<file path="src/rtl/phys_mem_ctrl.sv">
// Physical-side memory controller: async SRAM with programmable wait states plus a req/ack peripheral port.
// Optional peripheral timeout is enabled by defining PHYS_MEM_PERIPH_TIMEOUT_EN.
module phys_mem_ctrl #(
    parameter int SRAM_AW        = 20,
    parameter int SRAM_RD_WAIT   = 2,
    parameter int SRAM_WR_WAIT   = 2,
    parameter int PERIPH_TIMEOUT = 255
) (
    input  logic                clk,
    input  logic                rst,
    input  logic [31:0]         mem_addr,
    input  logic [31:0]         mem_wdata,
    input  logic                mem_is_write,
    output logic [31:0]         mem_rdata,
    output logic                mem_busy,
    output logic                mem_bus_err,
    output logic [SRAM_AW-1:0]  sram_addr,
    output logic [31:0]         sram_dq_o,
    input  logic [31:0]         sram_dq_i,
    output logic                sram_dq_oe,
    output logic                sram_ce_n,
    output logic                sram_oe_n,
    output logic                sram_we_n,
    output logic                periph_req,
    output logic                periph_we,
    output logic [31:0]         periph_addr,
    output logic [31:0]         periph_wdata,
    input  logic [31:0]         periph_rdata,
    input  logic                periph_ack
);

    localparam int WAIT_MAX = (SRAM_RD_WAIT > SRAM_WR_WAIT) ? SRAM_RD_WAIT : SRAM_WR_WAIT;
    localparam int CNT_W    = $clog2(WAIT_MAX + 1);

    typedef enum logic [2:0] {
        IDLE, RD_WAIT, WR_SETUP, WR_PULSE, WR_HOLD, PERIPH
    } state_t;

    state_t             state_reg, state_next;
    logic [CNT_W-1:0]   cnt_reg, cnt_next;
    logic [31:0]        addr_reg, wdata_reg, rdata_reg;
    logic               we_reg;
    logic [29:0]        last_addr_reg;
    logic               last_valid_reg;
    logic               ce_n_reg, oe_n_reg, we_n_reg, dq_oe_reg, req_reg;

    logic               start, launch, is_sram;
    logic               rd_done, periph_done, timeout;

    // No launch while reset is held, so busy stays low during reset.
    assign start   = rst && (mem_is_write || !last_valid_reg || (mem_addr[31:2] != last_addr_reg));
    assign launch  = (state_reg == IDLE) && start;
    assign is_sram = (mem_addr[31:SRAM_AW+2] == '0);

`ifdef PHYS_MEM_PERIPH_TIMEOUT_EN
    localparam int TO_W = $clog2(PERIPH_TIMEOUT + 1);
    logic [TO_W-1:0] to_cnt_reg;
    logic            err_reg;

    // Ack on the final cycle takes priority over the timeout.
    assign timeout = (state_reg == PERIPH) && !periph_ack &&
                     (to_cnt_reg == TO_W'(PERIPH_TIMEOUT - 1));

    always_ff @(posedge clk) begin
        if (!rst) begin
            to_cnt_reg <= '0;
            err_reg    <= 1'b0;
        end else begin
            err_reg <= timeout;
            if (state_reg == PERIPH)
                to_cnt_reg <= to_cnt_reg + TO_W'(1);
            else
                to_cnt_reg <= '0;
        end
    end

    assign mem_bus_err = err_reg;
`else
    assign timeout     = 1'b0;
    assign mem_bus_err = 1'b0;
`endif

    always_comb begin
        state_next  = state_reg;
        cnt_next    = cnt_reg;
        rd_done     = 1'b0;
        periph_done = 1'b0;
        case (state_reg)
            IDLE: begin
                if (launch) begin
                    cnt_next = '0;
                    if (!is_sram)
                        state_next = PERIPH;
                    else if (mem_is_write)
                        state_next = WR_SETUP;
                    else
                        state_next = RD_WAIT;
                end
            end
            RD_WAIT: begin
                if (cnt_reg == CNT_W'(SRAM_RD_WAIT - 1)) begin
                    rd_done    = 1'b1;
                    state_next = IDLE;
                end else begin
                    cnt_next = cnt_reg + CNT_W'(1);
                end
            end
            WR_SETUP: begin
                cnt_next   = '0;
                state_next = WR_PULSE;
            end
            WR_PULSE: begin
                if (cnt_reg == CNT_W'(SRAM_WR_WAIT - 1))
                    state_next = WR_HOLD;
                else
                    cnt_next = cnt_reg + CNT_W'(1);
            end
            WR_HOLD: state_next = IDLE;
            PERIPH: begin
                if (periph_ack) begin
                    periph_done = 1'b1;
                    state_next  = IDLE;
                end else if (timeout) begin
                    state_next = IDLE;
                end
            end
            default: state_next = IDLE;
        endcase
    end

    // Strobes are registered from the next state so the async SRAM sees glitch-free edges.
    always_ff @(posedge clk) begin
        if (!rst) begin
            state_reg      <= IDLE;
            cnt_reg        <= '0;
            addr_reg       <= '0;
            wdata_reg      <= '0;
            we_reg         <= 1'b0;
            last_addr_reg  <= '0;
            last_valid_reg <= 1'b0;
            rdata_reg      <= '0;
            ce_n_reg       <= 1'b1;
            oe_n_reg       <= 1'b1;
            we_n_reg       <= 1'b1;
            dq_oe_reg      <= 1'b0;
            req_reg        <= 1'b0;
        end else begin
            state_reg <= state_next;
            cnt_reg   <= cnt_next;
            ce_n_reg  <= !(state_next inside {RD_WAIT, WR_SETUP, WR_PULSE, WR_HOLD});
            oe_n_reg  <= (state_next != RD_WAIT);
            we_n_reg  <= (state_next != WR_PULSE);
            dq_oe_reg <= (state_next inside {WR_SETUP, WR_PULSE, WR_HOLD});
            req_reg   <= (state_next == PERIPH);
            if (launch) begin
                addr_reg       <= mem_addr;
                wdata_reg      <= mem_wdata;
                we_reg         <= mem_is_write;
                last_addr_reg  <= mem_addr[31:2];
                last_valid_reg <= 1'b0;
            end
            if (rd_done) begin
                rdata_reg      <= sram_dq_i;
                last_valid_reg <= 1'b1;
            end
            if (periph_done && !we_reg)
                rdata_reg <= periph_rdata;
            if (timeout)
                rdata_reg <= 32'hFFFF_FFFF;
        end
    end

    assign mem_busy     = (state_reg != IDLE) || start;
    assign mem_rdata    = rdata_reg;
    assign sram_addr    = addr_reg[SRAM_AW+1:2];
    assign sram_dq_o    = wdata_reg;
    assign sram_dq_oe   = dq_oe_reg;
    assign sram_ce_n    = ce_n_reg;
    assign sram_oe_n    = oe_n_reg;
    assign sram_we_n    = we_n_reg;
    assign periph_req   = req_reg;
    assign periph_we    = we_reg;
    assign periph_addr  = addr_reg;
    assign periph_wdata = wdata_reg;

endmodule

</file>
<file path="config.mk">
export PLATFORM = sky130hd
export DESIGN_NAME = phys_mem_ctrl
export DESIGN_NICKNAME = d
export VERILOG_FILES = /design/src/rtl/phys_mem_ctrl.sv
export SDC_FILE = /design/constraint.sdc
export NUM_CORES = 1
export LEC_CHECK = 0
export BUFFER_PORTS_ARGS = -buffer_cell sky130_fd_sc_hd__buf_2
export CAP_MARGIN = 5
export CORE_AREA = 2 2 111 113
export DETAILED_ROUTE_END_ITERATION = 8
export DIE_AREA = 0 0 113 115
export GPL_TIMING_DRIVEN = 1
export PLACE_DENSITY = 0.78
export SYNTH_ARGS = -nofsm -noshare
export SYNTH_HDL_FRONTEND = slang
export SYNTH_SLANG_ARGS = --single-unit
</file>
<file path="constraint.sdc">
create_clock -name clk -period 4.6 [get_ports clk]
set_input_delay 0.46 -clock clk [delete_from_list [all_inputs] [get_ports clk]]
set_output_delay 0.46 -clock clk [all_outputs]
set_load 0.01 [all_outputs]
</file>
==> reports/metrics.csv, run 1 <==
stage,metric,value,unit
floorplanning,die_w,113,microns
critical_path,cp_slowest_cell,nor4_1,
run,maxCapViolations,0,
synthesis,synth_cell_types,34,
clock_tree,cts_tree,yes,
layout,regArea,2160,sq um
routing,wl_per_cell,13.7,microns
layout,multiInputGateArea,1970,sq um
pwr,p_leak,3.24,nW
critical_path,crit_chain,xor2_1 -> nor4_1 -> nand4_1 -> nor2_1 -> o21ai_0 -> buf_2,
critical_path,cp.arrival,2.16,ns
critical_path,cpPeakStageDelay,0.41,ns
sta,fin_crit,2.62,ns
layout,layout.nets,927,
critical_path,crit_buf_inv,1,
critical_path,crit_path_end_kind,primary output,
routing,via_count,4555,
clock_tree,clock_path_buffers,2,
synthesis,syn_inst,583,
routing,ant_nets,0,
floorplanning,fp.dieArea,13000,sq um
layout,design_area,6330,sq um
routing,routed_via_density,4.82,
clock_tree,clk_latency,0.34,ns
layout,antennaDiodeCount,0,
critical_path,crit_required,4.14,ns
grt,grt_pass1_vias,4038,
clock_tree,path_clk_slew,0.07,ns
critical_path,r2r_slack,2.03,ns
hold_path,hold_path.class,in -> reg,
sta,report.final.slew_viol_count,0,
grt,grt_pass1_wl,19600,microns
grt,grt_overflow,0,
sta,max_freq,0.382,GHz
run_status,violations,DRC,
sta,setup_violations,0,
sta,rsz0062_at_grt,no,
run_status,status,"complete, but fails checks",
floorplanning,die_y,115,microns
floorplanning,fp-row-count,40,
synthesis,ys.warnings.count,0,
synthesis,synth_area_per_cell,8.53,sq um
layout,n_fill_cell,1157,
grt,track_usage,18.9,%
clock_tree,cts_hold_buffers,0,
clock_tree,numCtsBuffers,9,
sta,period_share,57.0,%
placement,dpl_cell_area,6050,sq um
clock_tree,clock-root-buffer,clkbuf_16,
sta,worst_clock_skew,0.00682,ns
critical_path,path_max_fanout,4,
clock_tree,cts_sinks,108,
clock_tree,htree_num_levels,3,
grt,antenna_found_initial,0,
pwr,peakVddDrop,0.148,mV
layout,layout-drive-gt1-share,38.8,%
layout,area_growth,27.4,%
sta,whs,0.353,ns
critical_path,critPathTopFamily,simple AND/OR/NAND/NOR gates,
grt,grt_max_degree,76,
synthesis,synthesis.area,4970,sq um
synthesis,syn_nets,716,
pwr,powerDensity,369,nW/um^2
floorplanning,fp.coreArea,11800,sq um
layout,final_common_cell,buf_2,
placement,port_buffers,286,
synthesis,ys_seq_area_share,43.5,%
sta,tightest_slew,1.10,ns
floorplanning,start_util,42.1,%
routing,first_pass_iters,7,
synthesis,ys_ff_latch,108,
placement,dp_hpwl,9770,microns
sta,relSlewSlack,26.3,%
routing,drc_errors,20,
floorplanning,ios,288,
routing,finalWirelength,12900,microns
placement,gp_congestion,0.827,
clock_tree,post-cts-setup-buffers,0,
critical_path,start_kind,flop,
layout,mostFrequentLayoutCells,"286 x buf_2, 108 x dfxtp_1, 68 x inv_1, 68 x o21ai_0, 68 x nand3_1",
sta,finalHoldViolCount,0,
critical_path,crit_type,reg -> out,
routing,first_iter_violations,352,
sta,fin_setup_tns,0,ns
clock_tree,cts_resized,0,
[layer usage]
layer | track usage [%] | vias up | part of all wire, %
li1 | - | 2321 | -
met2 | 32.3 | 196 | 48
met4 | 4.39 | 0 | 0.78
met5 | 0 | - | 0
met1 | 23.6 | 2030 | 42
met3 | 5.59 | 8 | 9.2
[cell families after synthesis]
logic type	synth area share, %
mux	6.44
buf+inv	17.2
fa+ha+maj	0.252
simple gates	13.5
flops	43.5
compound gates	13.8
other cells	0.0754
xor+xnor	5.28
[per-stage QoR]
step | setup WS, ns | cells | util, % | total power [mW]
6_report | 1.98 | 946 | 53.6 | 2.34
3_5_place_dp | 1.80 | 930 | 51.2 | 1.62
3_3_place_gp | 1.81 | 930 | 51.2 | 1.61
4_1_cts | 1.92 | 946 | 53.6 | 2.36
2_1_floorplan | 2.80 | 583 | - | 1.45
5_1_grt | 1.69 | 946 | 53.6 | 2.46
[area by class of cell]
type / instances / area share [%]
clock inverters: 7 / 0.928
well taps: 147 / 2.90
flip-flops and latches: 108 / 34.1
multi-input cells: 316 / 31.1
repair buffers: 291 / 23.4
clock buffers: 9 / 3.56
inverters: 68 / 4.03
[final timing paths]
kind	startpoint	to	depth (start not counted)
worst max-delay path	periph_addr[4]$_SDFFE_PN0N_	mem_busy	6
worst min-delay path	mem_wdata[3]	periph_wdata[3]$_SDFFE_PN0N_	3
worst max register to register	periph_addr[4]$_SDFFE_PN0N_	periph_addr[8]$_SDFFE_PN0N_	7
worst min register to register	periph_addr[0]$_SDFFE_PN0N_	periph_addr[0]$_SDFFE_PN0N_	2
[synth_stat cells, drive strengths merged]
master	instances	area share (%)
dfxtp	108	43
nor4	8	1.0
nor2b	1	0.13
o211ai	1	0.25
nand2	5	0.38
o22ai	2	0.25
a22o	1	0.18
clkbuf	18	1.4
a211oi	33	5.0
a31oi	1	0.13
nand2b	2	0.25
o21ai	70	7.0
and2	1	0.13
nor2	38	2.9
conb	1	0.075
a2bb2oi	1	0.18
nor3b	2	0.30
nor4bb	1	0.20
buf	73	11
o31ai	1	0.15
ha	1	0.25
nand3b	1	0.15
nand3	68	6.8
nand4	4	0.50
and3	1	0.13
xor2	30	5.3
inv	68	5.1
a21oi	6	0.60
mux2i	32	6.4
nor3	4	0.63
[power breakdown]
group / total (mW) / internal [mW] / switching, mW
combinational: 0.492 / 0.215 / 0.277
clock: 0.742 / 0.377 / 0.364
sequential: 1.10 / 1.03 / 0.0753
total: 2.34 / 1.62 / 0.716
[worst register-to-register path, stage by stage (launching register included)]
cell and delay (ns):
dfxtp_1 0.35, xor2_1 0.16, nor4_1 0.41, nand4_1 0.26, o211ai_4 0.65, buf_4 0.43
nand3_1 0.12, o21ai_0 0.11
No activity file was read; power rests on OpenSTA's default activity.
==> run 2: changes to the inputs <==
Settings changed: CORE_AREA 2 2 111 113 to unset, CORE_MARGIN set to 2, CORE_UTILIZATION set to 40, DIE_AREA 0 0 113 115 to unset, PLACE_DENSITY 0.78 to 0.77.
Clock period 4.6 ns to 2.39 ns, I/O delays scaled along.
==> run 2 against run 1 <==
  * The flow now finishes without violations
  * Die area up 2.6%
  * Critical endpoint unchanged
  * Final cell count up 2.7%
  * Wire length up 3.0%
  * Total power up 100%
  * Largest power group unchanged
  * Critical path type unchanged
  * Flip-flop and latch count did not move
==> reports/metrics.csv, run 2 (synthesis results as in run 1) <==
stage,metric,value,unit,change
routing,wl_per_cell,13.7,microns,+0.23%
grt,track_usage,18.9,%,about the same
pwr,p_int,3.35,mW,+110%
layout,n_fill_cell,1169,,+1.0%
critical_path,start_kind,flop,,
routing,drc_errors,0,,-100%
layout,multiInputGateArea,1980,sq um,+0.44%
clock_tree,path_clk_slew,0.07,ns,about the same
critical_path,path_max_fanout,4,,unchanged
clock_tree,numCtsBuffers,9,,unchanged
hold_path,hold_depth,3,,unchanged
critical_path,crit_required,2.15,ns,-1.99 ns
critical_path,crit_path_end_kind,primary output,,
sta,rsz0062_at_grt,yes,,
critical_path,critPathTopFamily,simple AND/OR/NAND/NOR gates,,
placement,gp_congestion,0.829,,+0.27%
layout,layout.nets,932,,+0.54%
sta,period_share,94.6,%,
sta,tightest_slew,0.670,ns,-0.431 ns
layout,layout-drive-gt1-share,39.4,%,+0.63 points
floorplanning,fp.coreArea,12100,sq um,+2.1%
floorplanning,die_y,115,microns,+0.43%
routing,ant_nets,0,,unchanged
layout,final_cells,972,,+2.7%
floorplanning,fp-row-count,40,,unchanged
routing,first_iter_violations,329,,-6.5%
critical_path,crit_chain,xor2_1 -> nor4_1 -> buf_4 -> nand4_1 -> nor2_2 -> o21ai_0 -> buf_2,,
placement,dp_hpwl,10100,microns,+3.5%
layout,final_common_cell,buf_2,,
critical_path,rr_worst_depth,8,,+1
hold_path,hold_path.class,in -> reg,,
routing,via_count,4639,,+1.8%
pwr,power.combinational.fraction,20.4,%,-0.7 points
floorplanning,fp.dieArea,13300,sq um,+2.6%
pwr,finalPower,4.72,mW,+100%
pwr,peakVddDrop,0.298,mV,+100%
critical_path,crit_buf_inv,2,,+1
layout,area_growth,30.1,%,
sta,relSlewSlack,55.0,%,+29 points
critical_path,cp.arrival,2.02,ns,-0.14 ns
layout,antennaDiodeCount,0,,unchanged
sta,max_freq,0.442,GHz,
clock_tree,cts_sinks,108,,unchanged
floorplanning,start_util,41.2,%,-0.87 points
critical_path,r2r_slack,0.22,ns,-1.81 ns
grt,grt_overflow,0,,unchanged
clock_tree,clock-root-buffer,clkbuf_16,,
routing,routed_via_density,4.77,,-0.88%
clock_tree,clk_latency,0.34,ns,about the same
pwr,power_switching,1.36,mW,+90%
sta,fin_crit,2.26,ns,
clock_tree,cts_hold_buffers,0,,unchanged
critical_path,cpPeakStageDelay,0.36,ns,-0.05 ns
floorplanning,ios,288,,unchanged
critical_path,cp_slowest_cell,dfxtp_1,,
pwr,powerDensity,730,nW/um^2,+98%
grt,grt_max_degree,81,,+6.6%
sta,finalHoldViolCount,0,,unchanged
pwr,p_leak,3.28,nW,+1.3%
grt,grt_pass1_vias,4043,,+0.12%
run,maxCapViolations,0,,unchanged
routing,finalWirelength,13300,microns,+3.0%
run_status,status,"complete, no violations",,
grt,antenna_found_initial,0,,unchanged
placement,dp_cells,955,,+2.7%
critical_path,crit_type,reg -> out,,
clock_tree,clock_path_buffers,2,,unchanged
pwr,seqPwrFrac,45.1,%,-2.1 points
pwr,netSwitchingFraction,28.9,%,-1.8 points
sta,worst_clock_skew,0.00808,ns,+0.00125 ns
placement,port_buffers,286,,unchanged
floorplanning,die_w,115,microns,+2.2%
clock_tree,cts_tree,yes,,
clock_tree,htree_num_levels,3,,unchanged
layout,mostFrequentLayoutCells,"286 x buf_2, 107 x dfxtp_1, 68 x inv_1, 68 x o21ai_0, 68 x nand3_1",,
routing,first_pass_iters,4,,-3
grt,grt_pass1_wl,19700,microns,+0.35%
layout,regArea,2160,sq um,about the same
critical_path,crit_cells,7,,+1
sta,report.final.slew_viol_count,0,,unchanged
sta,setup_violations,0,,unchanged
pwr,pwr-share-clk,34.5,%,+2.7 points
==> run 2: per-stage QoR <==
step                setup TNS [ns]  setup WS (ns)  hold WS [ns]  instance area (sq um)  util, %
detailed placement               0          0.134         0.467                   6120     50.7
global route               -0.0125        -0.0125         0.134                   6470     53.6
floorplan                        0          0.722         0.374                   4970        -
finish                           0          0.129         0.131                   6470     53.6
global placement                 0          0.178         0.452                   6120     50.7
CTS                              0        0.00288         0.116                   6450     53.4
==> run 2: path summary, 6_finish.rpt <==
kind | start | endpoint
max | periph_addr[3]$_SDFFE_PN0N_ | mem_busy
min | mem_wdata[3] | periph_wdata[3]$_SDFFE_PN0N_
max reg2reg | periph_addr[3]$_SDFFE_PN0N_ | sram_ce_n$_SDFF_PN1_
min reg2reg | periph_addr[1]$_SDFFE_PN0N_ | periph_addr[1]$_SDFFE_PN0N_
==> run 2: routing by layer <==
layer | part of all wire [%] | global-route usage (%) | routed length [microns] | vias up
met5 | 0 | 0 | 0 | -
met4 | 3.0 | 9.08 | 394 | 0
met3 | 8.6 | 5.02 | 1150 | 27
met2 | 47 | 31.7 | 6220 | 215
met1 | 42 | 22.4 | 5540 | 2066
li1 | - | - | - | 2331
==> run 2: worst min-delay path, delay by kind of cell <==
kind / cells / cell delay (ns)
AO/OA/AOI/OAI: 1 / 0.06
buffers and inverters: 2 / 0.13
==> run 2: layout make-up <==
cell class,count,share of cell area [%]
Multi-Input combinational cell,316,30.5
Clock inverter,5,1.32
Clock buffer,11,3.75
Tap cell,168,3.25
Sequential cell,108,33.4
Inverter,68,3.95
Timing Repair Buffer,296,23.7
==> run 2: timing repair <==
| item | in CTS | in global routing |
|---|---|---|
| gates resized for setup | 0 | 4 |
| setup buffers | 0 | 1 |
| setup endpoints to repair | 0 | 63 |
==> run 2: power groups by stage <==
stage / Sequential, mW / Clock [mW] / Combinational [mW]
4_1_cts: 2.13 / 1.67 / 0.967
6_report: 2.13 / 1.63 / 0.964
3_5_place_dp: 2.17 / 0 / 0.964
3_3_place_gp: 2.16 / 0 / 0.952
5_1_grt: 2.15 / 1.74 / 1.07
2_1_floorplan: 2.22 / 0 / 0.577
==> run 3: changes to the inputs <==
--- a/config.mk
+++ b/config.mk
@@ -14,2 +14,3 @@
 export PLACE_DENSITY = 0.77
+export SETUP_SLACK_MARGIN = 0.05
 export SYNTH_ARGS = -nofsm -noshare
==> constraint.sdc (replaced) <==
create_clock -name clk -period 2.39 [get_ports clk]
set_input_delay 0.1195 -clock clk [delete_from_list [all_inputs] [get_ports clk]]
set_output_delay 0.1195 -clock clk [all_outputs]
set_load 0.01 [all_outputs]
==> run 3 against run 2 <==
  * Sequential share of layout area rose by 0.16 points
  * Critical endpoint unchanged
  * Clock-buffer cell count fell by 1
  * Maximum frequency grew 4.1%
  * Largest power group unchanged
  * Register-to-register slack better by 0.04 ns
  * Largest cell class unchanged
  * Flip-flop and latch count unchanged
  * Die area stayed put
  * First-iteration DRC count grew 5.8%
  * Total power shrank 2.3%
  * Sequential power barely moved
==> reports/metrics.csv, run 3 (synthesis results as in run 1) <==
stage,metric,value,unit,change
clock_tree,clock_path_buffers,2,,unchanged
grt,grt_overflow,0,,unchanged
sta,period_share,90.9,%,-3.7 points
grt,grt_pass1_wl,20200,microns,+2.7%
sta,fin_setup_tns,0,ns,unchanged
pwr,powerDensity,717,nW/um^2,-1.7%
clock_tree,htree_num_levels,3,,unchanged
clock_tree,path_clk_slew,0.08,ns,about the same
pwr,p_leak,3.26,nW,-0.70%
floorplanning,fp.coreArea,12100,sq um,unchanged
routing,drc_errors,0,,unchanged
critical_path,cp.arrival,2.05,ns,+0.03 ns
sta,finalHoldViolCount,0,,unchanged
hold_path,hold_path.class,in -> reg,,
floorplanning,fp-row-count,40,,unchanged
sta,whs,0.0190,ns,-0.112 ns
clock_tree,numCtsBuffers,9,,unchanged
layout,layout-drive-gt1-share,38.9,%,-0.57 points
pwr,peakVddDrop,0.346,mV,+16%
sta,rsz0062_at_grt,no,,
floorplanning,ios,288,,unchanged
run,maxCapViolations,0,,unchanged
floorplanning,die_y,115,microns,unchanged
grt,antenna_found_initial,0,,unchanged
layout,layout.nets,931,,-0.11%
routing,ant_nets,0,,unchanged
clock_tree,cts_sinks,108,,unchanged
grt,grt_pass1_vias,4127,,+2.1%
routing,wl_per_cell,14.2,microns,+3.4%
floorplanning,start_util,41.2,%,unchanged
sta,max_freq,0.460,GHz,+4.1%
grt,track_usage,19.3,%,+0.40 points
routing,finalWirelength,13800,microns,+3.4%
sta,tightest_slew,0.642,ns,-0.0282 ns
layout,area_growth,29.4,%,
critical_path,cp_slowest_cell,nor4_1,,
sta,setup_violations,0,,unchanged
critical_path,cpPeakStageDelay,0.37,ns,about the same
sta,relSlewSlack,56.9,%,+1.9 points
grt,grt_max_degree,113,,+40%
run_status,status,"complete, no violations",,
sta,report.final.slew_viol_count,0,,unchanged
sta,worst_clock_skew,0.0108,ns,+0.00270 ns
critical_path,crit_required,2.27,ns,+0.12 ns
critical_path,path_max_fanout,4,,unchanged
critical_path,crit_type,reg -> out,,
critical_path,crit_chain,xor2_1 -> nor4_1 -> nand4_1 -> nor2_1 -> o21ai_0 -> buf_2,,
routing,first_pass_iters,4,,unchanged
layout,mostFrequentLayoutCells,"286 x buf_2, 108 x dfxtp_1, 68 x inv_1, 68 x o21ai_0, 68 x nand3_1",,
layout,final_common_cell,buf_2,,
placement,gp_congestion,0.815,,-1.7%
clock_tree,clk_latency,0.34,ns,about the same
floorplanning,die_w,115,microns,unchanged
layout,n_fill_cell,1137,,-2.7%
clock_tree,clock-root-buffer,clkbuf_16,,
routing,routed_via_density,4.77,,-0.15%
placement,dp_hpwl,10100,microns,-0.21%
critical_path,start_kind,flop,,
floorplanning,fp.dieArea,13300,sq um,unchanged
sta,fin_crit,2.17,ns,-0.0881 ns
routing,first_iter_violations,348,,+5.8%
routing,via_count,4632,,-0.15%
clock_tree,cts_tree,yes,,
placement,port_buffers,286,,unchanged
critical_path,crit_path_end_kind,primary output,,
==> run 3: changes by cell type in the layout (fill, tap and decap cells not counted), sizes merged <==
cell	change
clkinv	-1
dlygate4sd3	+1
inv	+1
clkinvlp	+2
buf	-3
diode	+1
bufinv	-1
==> run 3: area by class of cell <==
class / instances / area [sq um] / area share [%]
Tap cell: 168 / 210 / 3.27
Antenna cell: 1 / 2.50 / 0.0389
Multi-Input combinational cell: 316 / 1970 / 30.6
Sequential cell: 108 / 2160 / 33.6
Inverter: 68 / 255 / 3.97
Clock inverter: 6 / 72.6 / 1.13
Clock buffer: 10 / 229 / 3.56
Timing Repair Buffer: 295 / 1540 / 23.9
==> run 3: critical path: cells and delay by family, from the launching register on <==
kind | cells | cell delay, ns
simple gates | 3 | 0.93
buf+inv | 1 | 0.19
flops | 1 | 0.35
xor+xnor | 1 | 0.15
compound gates | 1 | 0.10
==> run 3: per-stage QoR <==
step                cells  area [sq um]  total power, mW  setup slack [ns]  utilization (%)
detailed placement    953          6100             3.13             0.256             50.6
global placement      953          6100             3.11             0.337             50.6
CTS                   970          6410             4.65             0.194             53.2
floorplan             583          4970             2.80             0.722                -
global route          971          6430             4.87            0.0838             53.3
finish                972          6430             4.61             0.217             53.3
==> run 3: timing repair <==
action                     in CTS  in global routing
buffers inserted                0                  0
setup endpoints to repair       0                  3
hold endpoints to repair        1                  0
resized for setup               0                  1
hold buffers                    1                  0
==> run 3: worst paths after layout <==
path	start	to	slack (ns)	cells past startpoint
max	periph_addr[3]$_SDFFE_PN0N_	mem_busy	0.22	6
min	mem_wdata[10]	periph_wdata[10]$_SDFFE_PN0N_	0.02	3
max reg2reg	periph_addr[3]$_SDFFE_PN0N_	periph_addr[0]$_SDFFE_PN0N_	0.26	7
min reg2reg	periph_addr[0]$_SDFFE_PN0N_	periph_addr[0]$_SDFFE_PN0N_	0.48	2
==> run 3: metal layers <==
metal,up-vias,routed length [microns],GRT usage (%)
li1,2331,-,-
met1,2075,5650,22.6
met2,211,6570,33.4
met3,15,1280,5.96
met4,0,252,6.59
met5,-,0,0
==> run 3: power breakdown <==
group	internal, mW	switching (mW)
clock network	0.823	0.690
registers	1.98	0.149
logic	0.421	0.551
